<file path="src/rtl/seq_multiplier.sv">
// seq_multiplier: 32x32 -> 64 shift-and-add multiplier.
// One bit of the multiplier is processed per cycle, and all additions go
// through a single 32-bit carry-lookahead adder (cla32, defined below).
// Optional feature macro: MUL_SIGNED_EN. When it is defined, the block adds
// the is_signed port and a FIX state that negates the product. When it is
// undefined, the block does unsigned multiplication only.

// cla32: 32-bit carry-lookahead adder. It is built from eight 4-bit lookahead
// groups, and carries ripple between the groups.
module cla32 (
   input  logic [31:0] x,
   input  logic [31:0] y,
   input  logic        cin,
   output logic [31:0] sum,
   output logic        cout
);

   logic [31:0] g;
   logic [31:0] p;
   logic [31:0] c;
   logic [7:0]  grp_g;
   logic [7:0]  grp_p;
   logic [8:0]  grp_c;

   assign g        = x & y;
   assign p        = x ^ y;
   assign grp_c[0] = cin;

   genvar gi;
   generate
      for (gi = 0; gi < 8; gi++) begin : g_grp
         localparam int B = 4 * gi;
         assign c[B]     = grp_c[gi];
         assign c[B+1]   = g[B] | (p[B] & grp_c[gi]);
         assign c[B+2]   = g[B+1] | (p[B+1] & g[B]) | (p[B+1] & p[B] & grp_c[gi]);
         assign c[B+3]   = g[B+2] | (p[B+2] & g[B+1]) | (p[B+2] & p[B+1] & g[B])
                         | (p[B+2] & p[B+1] & p[B] & grp_c[gi]);
         assign grp_p[gi] = &p[B+3:B];
         assign grp_g[gi] = g[B+3] | (p[B+3] & g[B+2]) | (p[B+3] & p[B+2] & g[B+1])
                          | (p[B+3] & p[B+2] & p[B+1] & g[B]);
         assign grp_c[gi+1] = grp_g[gi] | (grp_p[gi] & grp_c[gi]);
      end
   endgenerate

   assign sum  = p ^ c;
   assign cout = grp_c[8];

endmodule

module seq_multiplier (
   input  logic        clk,
   input  logic        rst_n,
   input  logic        start,
   input  logic [31:0] a,
   input  logic [31:0] b,
`ifdef MUL_SIGNED_EN
   input  logic        is_signed,
`endif
   output logic        ready,
   output logic        busy,
   output logic        done,
   output logic [63:0] prod
);

`ifdef MUL_SIGNED_EN
   typedef enum logic [1:0] {IDLE = 2'd0, RUN = 2'd1, FIX = 2'd2, DONE = 2'd3} state_t;
`else
   typedef enum logic [1:0] {IDLE = 2'd0, RUN = 2'd1, DONE = 2'd3} state_t;
`endif

   state_t      state_reg;
   state_t      state_next;

   logic [31:0] mcand_reg;
   logic [31:0] hi_reg;
   logic [31:0] mq_reg;
   logic        carry_reg;
   logic [5:0]  count_reg;
   logic [63:0] prod_reg;
`ifdef MUL_SIGNED_EN
   logic        neg_reg;
   logic [31:0] neg_hi;
`endif

   logic [31:0] mag_a;
   logic [31:0] mag_b;
   logic        neg_in;
   logic        iter_done;
   logic        fix_needed;

   logic [31:0] add_x;
   logic [31:0] add_y;
   logic        add_cin;
   logic [31:0] add_sum;
   logic        add_cout;

   logic        acc_carry;
   logic [31:0] acc_hi;

   // Operand conditioning at latch time. In signed mode the operands are
   // replaced by their magnitudes. The magnitude of 0x80000000 is 0x80000000,
   // read as an unsigned value.
   always_comb begin
      mag_a  = a;
      mag_b  = b;
      neg_in = 1'b0;
`ifdef MUL_SIGNED_EN
      if (is_signed) begin
         if (a[31]) mag_a = ~a + 32'd1;
         if (b[31]) mag_b = ~b + 32'd1;
         neg_in = a[31] ^ b[31];
      end
`endif
   end

   // The 33rd RUN cycle does no arithmetic. It only sees the finished count
   // and chooses the exit state.
   assign iter_done = count_reg[5];

`ifdef MUL_SIGNED_EN
   // A zero magnitude product needs no negation, even if the signs differ.
   assign fix_needed = neg_reg & (|{hi_reg, mq_reg});
`else
   assign fix_needed = 1'b0;
`endif

   // Adder operand steering. In RUN the adder computes hi + mcand. In FIX it
   // forms the low half of the 64-bit negation as ~mq + 1.
   always_comb begin
      add_x   = hi_reg;
      add_y   = mcand_reg;
      add_cin = 1'b0;
`ifdef MUL_SIGNED_EN
      if (state_reg == FIX) begin
         add_x   = ~mq_reg;
         add_y   = 32'd0;
         add_cin = 1'b1;
      end
`endif
   end

   cla32 u_add (
      .x    (add_x),
      .y    (add_y),
      .cin  (add_cin),
      .sum  (add_sum),
      .cout (add_cout)
   );

`ifdef MUL_SIGNED_EN
   // The high half of the negation takes in the carry from the low half.
   assign neg_hi = ~hi_reg + {31'd0, add_cout};
`endif

   // Partial-product step. The sum is used only when the current multiplier
   // bit is set. Otherwise the accumulator passes through unchanged.
   always_comb begin
      acc_carry = carry_reg;
      acc_hi    = hi_reg;
      if (mq_reg[0]) begin
         acc_carry = add_cout;
         acc_hi    = add_sum;
      end
   end

   // State register
   always_ff @(posedge clk) begin
      if (!rst_n) state_reg <= IDLE;
      else        state_reg <= state_next;
   end

   // Next-state logic and status outputs
   always_comb begin
      state_next = state_reg;
      ready      = 1'b0;
      busy       = 1'b1;
      done       = 1'b0;
      case (state_reg)
         IDLE: begin
            ready = 1'b1;
            busy  = 1'b0;
            if (start) state_next = RUN;
         end
         RUN: begin
`ifdef MUL_SIGNED_EN
            if (iter_done) state_next = fix_needed ? FIX : DONE;
`else
            if (iter_done) state_next = DONE;
`endif
         end
`ifdef MUL_SIGNED_EN
         FIX: state_next = DONE;
`endif
         DONE: begin
            done       = 1'b1;
            state_next = IDLE;
         end
         default: state_next = IDLE;
      endcase
   end

   // Datapath registers. These are the operand latch, the shift/accumulate
   // step and the product write on entry to DONE.
   always_ff @(posedge clk) begin
      if (!rst_n) begin
         mcand_reg <= 32'd0;
         hi_reg    <= 32'd0;
         mq_reg    <= 32'd0;
         carry_reg <= 1'b0;
         count_reg <= 6'd0;
         prod_reg  <= 64'd0;
`ifdef MUL_SIGNED_EN
         neg_reg   <= 1'b0;
`endif
      end else begin
         case (state_reg)
            IDLE: begin
               if (start) begin
                  mcand_reg <= mag_a;
                  mq_reg    <= mag_b;
                  hi_reg    <= 32'd0;
                  carry_reg <= 1'b0;
                  count_reg <= 6'd0;
`ifdef MUL_SIGNED_EN
                  neg_reg   <= neg_in;
`endif
               end
            end
            RUN: begin
               if (!iter_done) begin
                  carry_reg <= 1'b0;
                  hi_reg    <= {acc_carry, acc_hi[31:1]};
                  mq_reg    <= {acc_hi[0], mq_reg[31:1]};
                  count_reg <= count_reg + 6'd1;
               end else if (!fix_needed) begin
                  prod_reg <= {hi_reg, mq_reg};
               end
            end
`ifdef MUL_SIGNED_EN
            FIX: prod_reg <= {neg_hi, add_sum};
`endif
            default: ;
         endcase
      end
   end

   assign prod = prod_reg;

   // neg_in is used only in the signed build.
   logic unused_ok;
   assign unused_ok = neg_in;

endmodule

</file>
<file path="config.mk">
export PLATFORM = sky130hd
export DESIGN_NAME = seq_multiplier
export DESIGN_NICKNAME = d
export VERILOG_FILES = /design/src/rtl/seq_multiplier.sv
export SDC_FILE = /design/constraint.sdc
export NUM_CORES = 1
export LEC_CHECK = 0
export ABC_CLOCK_PERIOD_IN_PS = 5400
export CAP_MARGIN = 10
export CORE_UTILIZATION = 58
export DETAILED_ROUTE_END_ITERATION = 6
export PLACE_DENSITY = 0.85
export SYNTH_ARGS = -nofsm -noshare
export SYNTH_HDL_FRONTEND = slang
export SYNTH_HIERARCHICAL = 1
export SYNTH_SLANG_ARGS = --single-unit
</file>
<file path="constraint.sdc">
create_clock -name clk -period 5.4 [get_ports clk]
set_input_delay 0.81 -clock clk [delete_from_list [all_inputs] [get_ports clk]]
set_output_delay 0.81 -clock clk [all_outputs]
set_load 0.05 [all_outputs]
</file>
; Word-level counts from Yosys, hierarchy flattened
; Index checks and enable logic that the tools add are counted.
[op_classes]
mux = 20
eq_ne = 5
addsub = 1
n_reduce_logical = 14
bitwise = 193
[op_table]
columns = operator, count
row1 = two-way mux 32 bit, 5
row2 = case mux 32 bit (2 select lines), 2
row3 = AND 1 bit, 114
row4 = OR 1 bit, 76
row5 = bitwise XOR 32 bit, 2
row6 = AND 32 bit, 1
row7 = AND reduction 4 bit, 7
row8 = two-way mux 6 bit, 2
row9 = case mux 6 bit (2 select lines), 1
row10 = AND reduction 2 bit, 4
row11 = "adder 6 x 1 -> 6 bit, second input constant", 1
row12 = two-way mux 1 bit, 6
row13 = "!= test 2 bit, second input constant", 3
row14 = two-way mux 2 bit, 2
row15 = case mux 2 bit (2 select lines), 1
row16 = AND reduction 3 bit, 1
row17 = "== test 2 x 1 -> 1 bit, second input constant", 1
row18 = "== test 2 bit, second input constant", 1
row19 = zero test 2 bit, 1
row20 = case mux 1 bit (2 select lines), 1
row21 = nonzero test 2 bit, 1
[totals]
output_inout_bits = 67
ff_bits = 169
word_cells = 241
in_bits = 67

; Longest topological paths before layout
[logic_depth]
word_depth = 23
depth_mapped = 13
depth_no_buf = 13

; By module
; Netlist, hierarchy kept.
[modules_own_cells]
columns = mod, area_each_um2, cells_each, n_inst, seq_area_each_um2
row1 = seq_multiplier, 7125.6, 787, 1, 3363.2
row2 = cla32, 1347.5, 171, 1, 0.0

; Least setup slack after synthesis
; No wires, ideal clock.
[synth_timing]
path_kind = register -> register
start = register hi_reg[17], in the netlist add_x[17]
end = register hi_reg[24], in the netlist add_x[24]
setup_ns = 0.119
path_buffers = 0
slack_ns = 2.687
required_ns = 5.281
arrival_time_ns = 2.594
synth_period_minus_slack_ns = 2.713
stages_incl_launch_ff = 14
cell_sequence = dfxtp_1 > ha_1 > a21oi_2 > o21ai_2 > nor4_1 > nand3_1 > and2_1 > a21oi_1 > o21bai_1 > fa_1 > xor2_1 > mux2_2 > nand2_1 > mux2i_1
[synth_via]
elab_chain_cells = 13
word_cells_on_any_way = 18
classes_between = 3 x mux / 14 x bitwise / 1 x reduce/logical
[synth_lines]
columns = element, line
row1 = from (decl), 75  ; logic [31:0] hi_reg;
row2 = from (signal assigned), 232  ; hi_reg <= {acc_carry, acc_hi[31:1]};
row3 = AND 32 bit or bitwise XOR 32 bit (tied branches), "25, 26"
row4 = "AND 1 bit, on equally long branches", "39, 40"
row5 = OR 1 bit or AND 1 bit (tied branches), "39, 40"
row6 = OR 1 bit, 40  ; | (p[B+3] & p[B+2] & p[B+1] & g[B]);
row7 = OR 1 bit (*), 41  ; assign grp_c[gi+1] = grp_g[gi] | (grp_p[gi] & grp_c[gi]);
row8 = AND 1 bit (*), 41
row9 = OR 1 bit (*), 41
row10 = AND 1 bit (*), 34  ; assign c[B+1] = g[B] | (p[B] & grp_c[gi]);
row11 = OR 1 bit (*), 34
row12 = bitwise XOR 32 bit (*), 45  ; assign sum = p ^ c;
row13 = named net add_sum[25], 94  ; logic [31:0] add_sum;
row14 = two-way mux 32 bit (*), 160  ; if (mq_reg[0]) begin
row15 = two-way mux 32 bit (*), 230  ; if (!iter_done) begin
row16 = case mux 32 bit (2 select lines) (*), 216  ; case (state_reg)
; The timed path passes the listed nets; every way through them passes the cells marked *. The select of a mux whose other input is x is not followed.
; A chain may end at the register's enable or synchronous reset.

; Worst setup path after layout
[layout_timing]
start = register hi_reg[9], in the netlist add_x[9]
end = register hi_reg[24], in the netlist add_x[24]
[layout_via]
elab_chain_cells = 17
word_cells_on_any_way = 22
classes_between = 3 x mux / 18 x bitwise / 1 x reduce/logical
[layout_lines]
columns = element, line
row1 = AND 32 bit or bitwise XOR 32 bit (tied branches), "25, 26"
row2 = "AND 1 bit, on equally long branches", "39, 40"
row3 = OR 1 bit or AND 1 bit (tied branches), "39, 40"
row4 = OR 1 bit, 40
row5 = OR 1 bit (*), 41
row6 = AND 1 bit (*), 41
row7 = OR 1 bit (*), 41
row8 = AND 1 bit (*), 41
row9 = [... 2 more ...], n/a
row10 = OR 1 bit (*), 41
row11 = AND 1 bit (*), 34
row12 = OR 1 bit (*), 34
row13 = bitwise XOR 32 bit (*), 45
row14 = named net add_sum[25], 94
row15 = two-way mux 32 bit (*), 160
row16 = two-way mux 32 bit (*), 230
row17 = case mux 32 bit (2 select lines) (*), 216
; Marks and branches as above.

==> results.md <==
- Root Driver: clkbuf_16
- Worst-Skew Late Latency: roughly 430 ps
- Final Setup Violations: 0
- Post-synth top area cell: dfxtp_1
- Synth top area cells: dfxtp_1 40%, nand2_1 12%, a21boi_1 8.2%, o221ai_2 5.3%, ha_1 4.9%
- First-pass GRT wire length: ~30 mm
- Sum Neg Setup Slack: 0 ps
- Filler cells: 1,035
- Max clock buf depth: 2
- Setup crit start kind: register
- Unrepaired setup endpoints after global routing: no
- Total power: about 2.7 mW
- Tcrit/Tclk final: 56.0%
- Fraction of registers with async set/reset: 0%
- Top-count cell post-synth: nand2_1
- CTS clk-pin slew, worst paths: roughly 70 ps
- Power Density: approximately 270 nW/um^2
- Via count: ~6,800
- N_diodes: 0
- Core ar.: between 10,000 and 15,000 sq um
- Synth cell types: just over 50
- Syn_area_per_cell: between 8 and 9 sq um
- CP Capture Type: register
- CTS tree: done
- Vias per cell: ~5.5
- Number of global-route vias before repair: 6,637
- Rows: 43
- Cell count after synthesis: ~960
- CTS-repair resized insts: 0
- Worst Hold Class: reg2reg
- GRT Overall Usage: 25.8%
- Crit path DAT: 3330 ps
- R2R depth: 13
- Max Transition Viols Final: 0
- DR WL/cell: ~15 microns
- Post-route ant nets: 0
- R2R Setup Slk: between 2000 and 2500 ps
- Grt ovf: 0
- Final GP Congestion: 0.892
- Status: completed
- Final wirelength: 18.7 mm
- Largest net degree at the start of global routing: a little under 100
- Hold path depth: 2
- Post-route DRC: 0
- Starting Density: 60.3%
- Tmin final: 3020 ps
- Maximum VDD drop: 0.257 mV
- H-tree levels: 4
- I/O pins: between 100 and 150
- First-iteration detailed-routing DRC count: ~480
- Hold bufs inserted after CTS: 0
- Die X: around 120 microns
- Total number of yosys warnings: 6
- Drt pass-1 iters: 5
- Share of layout cells above drive strength 1: about a tenth
- Yosys reg bits: roughly 170
- Worst slew pin tran: around 1100 ps
- Top cell type's share of synthesized area: between 30% and 40%
- Seq/Total Area, Yosys: about 40%
- Post-CTS Setup Inserts: 0
- Crit path max fanout: 4
- Critical path class: reg2reg
- Synth top cells by count: 272 x nand2_1, 168 x dfxtp_1, 92 x a21boi_1, 56 x a21oi_1
- Die height: between 100 and 150 microns
- CP required: between 5000 and 6000 ps
- Initial antenna violation count: 0
- P&R area growth vs syn: 21.7%
- Post-DP HPWL: ~12 mm
- Mapped Area: roughly 8500 sq um
- Final-report hold violation count: 0
- Worst rel slew slack: between 20% and 30%
- CTS sink cnt: 168
- Layout Nets: 1,162
- Max-Cap Viols: 0
- Number of enable flip-flop cells after synthesis: 0
- Design Area, Final: about 10,000 sq um
- Most used DFF post-synth: dfxtp_1
- CTS Buf Count: 17
- Leakage: ~4.0 nW
- Die area: roughly 15,000 sq um
- Post-place instance area: between 9000 and 10,000 sq um
- Worst clock skew: 6.79 ps
- Largest register FFs: 64
- Port Buffers: around 130
- F_max: approximately 330 MHz
## through the flow
| step | utilization [%] | hold WS [ps] | setup WS, ps | instances |
|---|---|---|---|---|
| 3_5_place_dp | 69.4 | 445 | 2340 | 1215 |
| 3_3_place_gp | 69.4 | 440 | 2400 | 1215 |
| 2_1_floorplan | - | 439 | 2690 | 959 |
| 4_1_cts | 73.4 | 454 | 2390 | 1247 |
| 6_report | 73.4 | 450 | 2380 | 1247 |
| 5_1_grt | 73.4 | 472 | 2110 | 1247 |
## layout by cell type (no fill, tap or decap), types with 17 or more instances in the layout
master           instances
dfxtp_1                168
inv_1                   42
a21boi_1                92
ha_1                    33
clkdlybuf4s50_1        132
mux2_2                  32
nand2_1                272
a21oi_1                 56
mux2i_1                 36
clkbuf_16               17
o221ai_2                30
## worst max-delay path: stages, from the launching register on
cell and delay, ps:
dfxtp_1 340, ha_1 340, a21oi_1 150, o21ai_1 110, a22oi_1 300, nand3_1 180, and2_1 200, a21oi_1 230
o21bai_1 110, fa_1 380, xor2_1 160, mux2_2 260, nand2_1 60, mux2i_1 60
## logic make-up after synthesis
kind of cell    synth area share [%]
xor+xnor                        2.38
flops                           39.7
buf+inv                         6.11
mux                             8.51
other cells                   0.0443
fa+ha+maj                       6.76
compound gates                  20.2
simple gates                    16.3
## worst paths after layout
| path | start | to |
|---|---|---|
| max | add_x[9]$_SDFFE_PN0P_ | add_x[24]$_SDFFE_PN0P_ |
| min reg2reg | prod[40]$_SDFFE_PN0P_ | prod[40]$_SDFFE_PN0P_ |
| max reg2reg | add_x[9]$_SDFFE_PN0P_ | add_x[24]$_SDFFE_PN0P_ |
| min | prod[40]$_SDFFE_PN0P_ | prod[40]$_SDFFE_PN0P_ |
## final cells by class
type	count	area (sq um)	share of cell area (%)
Multi-Input combinational cell	683	4610	44.7
Sequential cell	168	3360	32.6
Timing Repair Buffer	142	1400	13.5
Clock buffer	17	425	4.13
Tap cell	180	225	2.18
Inverter	42	158	1.53
Clock inverter	15	135	1.31
## report_power, final
group	switching, mW	internal (mW)
Combinational	0.142	0.135
Sequential	0.0383	1.28
Clock	0.549	0.607
## metal layers
metal | GRT usage (%) | part of all wire (%) | up-vias
met3 | 5.16 | 4.1 | 25
li1 | - | - | 3445
met4 | 9.22 | 1.9 | 0
met5 | 0 | 0 | -
met2 | 45.2 | 50 | 152
met1 | 31.1 | 44 | 3227
(Power assumes the default switching activity.)
